==> src/rtl/secuenciador_linea.sv <==
// Thermal print-head line sequencer: fetches 48 bytes, shifts 384 dots, latches, heats, steps paper.
// Optional macro HEAT_DUAL_EN: heat in 3 paired-strobe phases instead of 6 single-strobe phases.
module secuenciador_linea #(
  parameter int CLK_DIV     = 125,
  parameter int STB_CYCLES  = 50000,
  parameter int STEP_CYCLES = 2000
) (
  input  logic       CLK,
  input  logic       RST_N,
  input  logic       start,
  input  logic       abort,
  input  logic [7:0] rd_data,
  output logic [5:0] rd_addr,
  output logic       busy,
  output logic       done,
  output logic       DO,
  output logic       CLKimpr,
  output logic       LATn,
  output logic [5:0] STB,
  output logic       MOT_STEP
);

  localparam int CMAX0 = (CLK_DIV > STB_CYCLES) ? CLK_DIV : STB_CYCLES;
  localparam int CMAX  = (CMAX0 > STEP_CYCLES) ? CMAX0 : STEP_CYCLES;
  localparam int CW    = $clog2(CMAX + 1);
  localparam logic [CW-1:0] DIV_L = CW'(CLK_DIV - 1);
  localparam logic [CW-1:0] STB_L = CW'(STB_CYCLES - 1);
  localparam logic [CW-1:0] STP_L = CW'(STEP_CYCLES - 1);
`ifdef HEAT_DUAL_EN
  localparam int NPH = 3;
`else
  localparam int NPH = 6;
`endif

  typedef enum logic [2:0] {IDLE, FETCH, SHIFT, LATCH, HEAT, STEP, DONE} state_t;

  state_t        state_q, state_d;
  logic [CW-1:0] cnt_q, cnt_d;
  logic          half_q, half_d;  // FETCH: wait done, SHIFT/STEP: second half, HEAT: gap cycle
  logic [2:0]    bit_q, bit_d;
  logic [5:0]    addr_q, addr_d;
  logic [7:0]    sh_q, sh_d;
  logic [2:0]    ph_q, ph_d;

  always_ff @(posedge CLK or negedge RST_N) begin
    if (!RST_N) begin
      state_q <= IDLE;
      cnt_q   <= '0;
      half_q  <= 1'b0;
      bit_q   <= '0;
      addr_q  <= '0;
      sh_q    <= '0;
      ph_q    <= '0;
    end else begin
      state_q <= state_d;
      cnt_q   <= cnt_d;
      half_q  <= half_d;
      bit_q   <= bit_d;
      addr_q  <= addr_d;
      sh_q    <= sh_d;
      ph_q    <= ph_d;
    end
  end

  always_comb begin
    state_d = state_q;
    cnt_d   = cnt_q;
    half_d  = half_q;
    bit_d   = bit_q;
    addr_d  = addr_q;
    sh_d    = sh_q;
    ph_d    = ph_q;
    case (state_q)
      IDLE: if (start) begin
        state_d = FETCH;
        addr_d  = '0;
        cnt_d   = '0;
        half_d  = 1'b0;
        bit_d   = '0;
      end
      // rd_data lags rd_addr by one cycle, so capture on the second FETCH cycle
      FETCH: if (!half_q) half_d = 1'b1;
      else begin
        half_d  = 1'b0;
        sh_d    = rd_data;
        bit_d   = '0;
        cnt_d   = '0;
        state_d = SHIFT;
      end
      SHIFT: if (cnt_q == DIV_L) begin
        cnt_d = '0;
        if (!half_q) half_d = 1'b1;
        else begin
          half_d = 1'b0;
          if (bit_q == 3'd7) begin
            if (addr_q == 6'd47) state_d = LATCH;
            else begin
              addr_d  = addr_q + 6'd1;
              state_d = FETCH;
            end
          end else begin
            bit_d = bit_q + 3'd1;
            sh_d  = {sh_q[6:0], 1'b0};
          end
        end
      end else cnt_d = cnt_q + 1'b1;
      LATCH: if (cnt_q == DIV_L) begin
        cnt_d   = '0;
        half_d  = 1'b0;
        ph_d    = '0;
        state_d = HEAT;
      end else cnt_d = cnt_q + 1'b1;
      HEAT: if (half_q) begin
        half_d = 1'b0;
        ph_d   = ph_q + 3'd1;
        cnt_d  = '0;
      end else if (cnt_q == STB_L) begin
        cnt_d = '0;
        if (ph_q == 3'(NPH - 1)) state_d = STEP;
        else half_d = 1'b1;
      end else cnt_d = cnt_q + 1'b1;
      STEP: if (cnt_q == STP_L) begin
        cnt_d = '0;
        if (!half_q) half_d = 1'b1;
        else begin
          half_d  = 1'b0;
          state_d = DONE;
        end
      end else cnt_d = cnt_q + 1'b1;
      DONE: begin
        state_d = IDLE;
        addr_d  = '0;
      end
      default: state_d = IDLE;
    endcase
    if (abort && state_q != IDLE) begin
      state_d = IDLE;
      addr_d  = '0;
      cnt_d   = '0;
      half_d  = 1'b0;
    end
  end

  // Outputs decode from state only, so async reset forces idle values immediately
  always_comb begin
    rd_addr  = addr_q;
    busy     = (state_q != IDLE) && (state_q != DONE);
    done     = (state_q == DONE);
    DO       = (state_q == SHIFT) ? sh_q[7] : 1'b0;
    CLKimpr  = (state_q == SHIFT) && half_q;
    LATn     = (state_q != LATCH);
    MOT_STEP = (state_q == STEP) && !half_q;
    STB      = '0;
    if (state_q == HEAT && !half_q) begin
`ifdef HEAT_DUAL_EN
      STB = 6'b000011 << {ph_q[1:0], 1'b0};
`else
      STB = 6'b000001 << ph_q;
`endif
    end
  end

endmodule

==> config.mk <==
export PLATFORM = sky130hd
export DESIGN_NAME = secuenciador_linea
export DESIGN_NICKNAME = d
export VERILOG_FILES = /design/src/rtl/secuenciador_linea.sv
export SDC_FILE = /design/constraint.sdc
export NUM_CORES = 1
export LEC_CHECK = 0
export ABC_AREA = 1
export CAP_MARGIN = 10
export CORE_ASPECT_RATIO = 0.8
export CORE_MARGIN = 2
export CORE_UTILIZATION = 34
export DETAILED_ROUTE_END_ITERATION = 8
export HOLD_SLACK_MARGIN = 0.08
export PLACE_DENSITY = 0.5
export SLEW_MARGIN = 40
export SYNTH_ARGS = -nofsm -noshare
export SYNTH_HDL_FRONTEND = slang
export SYNTH_SLANG_ARGS = --single-unit
==> constraint.sdc <==
create_clock -name CLK -period 2.12 [get_ports CLK]
set_clock_uncertainty 0.05 [all_clocks]
set_input_delay 0.424 -clock CLK [delete_from_list [all_inputs] [get_ports CLK]]
set_output_delay 0.424 -clock CLK [all_outputs]
set_load 0.02 [all_outputs]
==> flow_summary.ini <==
[floorplan]
die_h_um = 84.8
die_w_um = 105
core-area_um2 = 7910
initial_core_util_pct = 35.1
die-area_um2 = 8900
rows = 29
ios = 30

[cts]
clkLatencyLatePin_ns = 0.30
clock-root-buffer = clkbuf_8
cts_setup_buffers = 0
postCtsHoldBufs = 0
cts_tree = yes
htree_levels = 2
path_clk_slew_ns = 0.09
cts_sinks = 40
clk_path_buf_depth = 2
cts_buffers = 5

[routing]
dr_total_vias = 2687
drtPass1Iterations = 4
drcViolationCount = 0
vias_per_cell = 4.71
drtIter0Drc = 152
wl_mm = 7.31
wl_per_cell_um = 12.8
antenna_left = 0

[logic_synthesis]
yosysTopAreaCellShare_pct = 36.1
synthCells = 408
synth.top_cells.by_count = nand2_1 (112), nor2_1 (60), inv_1 (51), dfrtp_1 (40), nand3_1 (35)
syn_area_per_cell_um2 = 6.80
synth_ff_type = dfrtp_1
synth_cell_types = 30
yosysMostFrequentCell = nand2_1
ys_seq_area_share_pct = 36.1
syn-num-nets = 430
post-synth-top-area-cell = dfrtp_1
async_flop_share_pct = 100
ys_ff_latch = 40
syn-cell-area_um2 = 2770
synth-edff-count = 0
yosys_warnings = 0
synthTopCellsByArea = dfrtp_1 (36%), nand2_1 (15%), nor2_1 (8.1%), inv_1 (6.9%), nand3_1 (6.3%)

[pwr]
clkPwrFrac_pct = 18.1
switching_power_mw = 1.60
switching_share_pct = 45.4
p_int_mw = 1.92
comb_power_share_pct = 53.7
irDropWorstVdd_mv = 0.528
p_leak_nw = 1.65
powerDensity_nw_per_um2 = 1040
seqPwrFrac_pct = 28.2

[placed_design]
dp.final_hpwl_mm = 5.57
dp_cells = 563
port_buffers = 29
dp_slack_ns = 0.00296
gp_congestion = 0.889

[critical_path]
reg2reg_depth = 8
r2r_end = cnt_q[3]
rr_startpoint = cnt_q[0]
critPathLaunchType = flop
rrSetupSlack_ns = 0.15
cp.arrival_ns = 1.51
cp_max_fo = 6
required_ns = 1.65
crit_type = flop to primary output
end_kind = primary output

[finish]
post-route-util_pct = 43.0
diodes = 0
fillerInstances = 870
area_growth_pct = 22.8
final_nets = 484
regArea_um2 = 1000
drive_above_1_share_pct = 13.6
layoutNonFillerInstCount = 571
multiInputGateArea_um2 = 1540

[global_routing]
overflow = 0
grt_usage_pct = 17.1
antenna_found_initial = 0
grt_pass1_wl_mm = 12.4
grt_pass1_vias = 2527
grt_max_degree = 41

[sta]
hold_violations = 0
holdWs_ns = 0.133
final.setup.worst_slack_ns = 0.134
tightest_slew_ns = 0.538
tns_ns = 0
slew_headroom_pct = 64.1
setup_viol = 0
fin_crit_ns = 1.99
drv_slew = 0
timing.fmax_mhz = 504
fin_crit_sh_pct = 93.7

[flow_run]
drv_cap = 0

[outcome]
run_status = finished, final reports clean

[min_path]
hold_path_class = input pin to async pin
## final cells by class
class / count / share of cell area (%)
Timing Repair Buffer: 53 / 12.4
Inverter: 54 / 5.95
Multi-Input combinational cell: 308 / 45.1
Sequential cell: 40 / 29.4
Clock inverter: 2 / 1.03
Clock buffer: 6 / 2.13
Tap cell: 108 / 3.97
## flip-flops by register name, summed over array words and instances (netlist names)
register and count:
sh_q 8, rd_addr 6, bit_q 3, state_q 3
half_q 1, ph_q 3, cnt_q 16
## worst max path at each step
stage | depth (start not counted) | start | slack (ns) | to
finish | 5 | state_q[1] | 0.13 | busy
global route | 5 | state_q[1] | -0.004 | busy
CTS | 6 | state_q[1] | 0.01 | STB[5]
detailed placement | 7 | state_q[2] | 0.003 | STB[0]
global placement | 6 | state_q[1] | 0.03 | STB[4]
floorplan | 6 | state_q[2] | 0.18 | STB[0]
## cell usage in the layout (no fill, tap or decap), drive strengths merged, types with 2 or more instances in the layout
cell             n
a21oi            9
a31oi            2
buf             27
clkbuf          13
clkdlybuf4s50   16
dfrtp           40
ha              10
inv             54
nand2          114
nand3           40
nand4           11
nor2            64
nor3             8
o21ai           34
o22ai            3
xnor2            2
xor2             5
## power groups by stage
| stage | Combinational, mW | Sequential (mW) | Clock, mW |
|---|---|---|---|
| 2_1_floorplan | 1.20 | 1.02 | 0 |
| 3_3_place_gp | 1.87 | 1.00 | 0 |
| 3_5_place_dp | 1.86 | 1.01 | 0 |
| 4_1_cts | 1.85 | 0.992 | 0.657 |
| 5_1_grt | 2.13 | 1.01 | 0.691 |
| 6_report | 1.89 | 0.995 | 0.638 |
## what timing repair did
| item | in CTS | in global routing |
|---|---|---|
| setup endpoints to repair | 11 | 15 |
| resized for setup | 17 | 26 |
| hold endpoints to repair | 0 | 0 |
| pin swaps | 0 | 1 |
## worst max-delay path: stages (launching register included)
cell	delay, ns
dfrtp_1	0.40
buf_4	0.17
nand2_1	0.10
inv_1	0.06
o21ai_0	0.16
clkdlybuf4s15_1	0.33
## metal layers
layer  global-route usage (%)  share of wire [%]  up-vias
met5                        0                  0        -
met4                     4.00               0.93        0
met3                     3.34                4.6        7
met2                     24.2                 40       62
met1                     26.5                 55     1196
li1                         -                  -     1422
## cells by family after synthesis
| kind of cell | Yosys count | share of synthesized area, % |
|---|---|---|
| fa+ha+maj | 10 | 4.51 |
| buf+inv | 60 | 9.30 |
| xor+xnor | 7 | 2.21 |
| simple gates | 241 | 38.3 |
| compound gates | 50 | 9.61 |
| flops | 40 | 36.1 |
## per-stage QoR
| stage | area, µm² | total power, mW |
|---|---|---|
| after floorplan | 2770 | 2.22 |
| after CTS | 3420 | 3.50 |
| after detailed placement | 3320 | 2.87 |
| after global placement | 3320 | 2.87 |
| after global routing | 3400 | 3.83 |
| final | 3400 | 3.52 |
No activity file was read; power rests on OpenSTA's default activity.
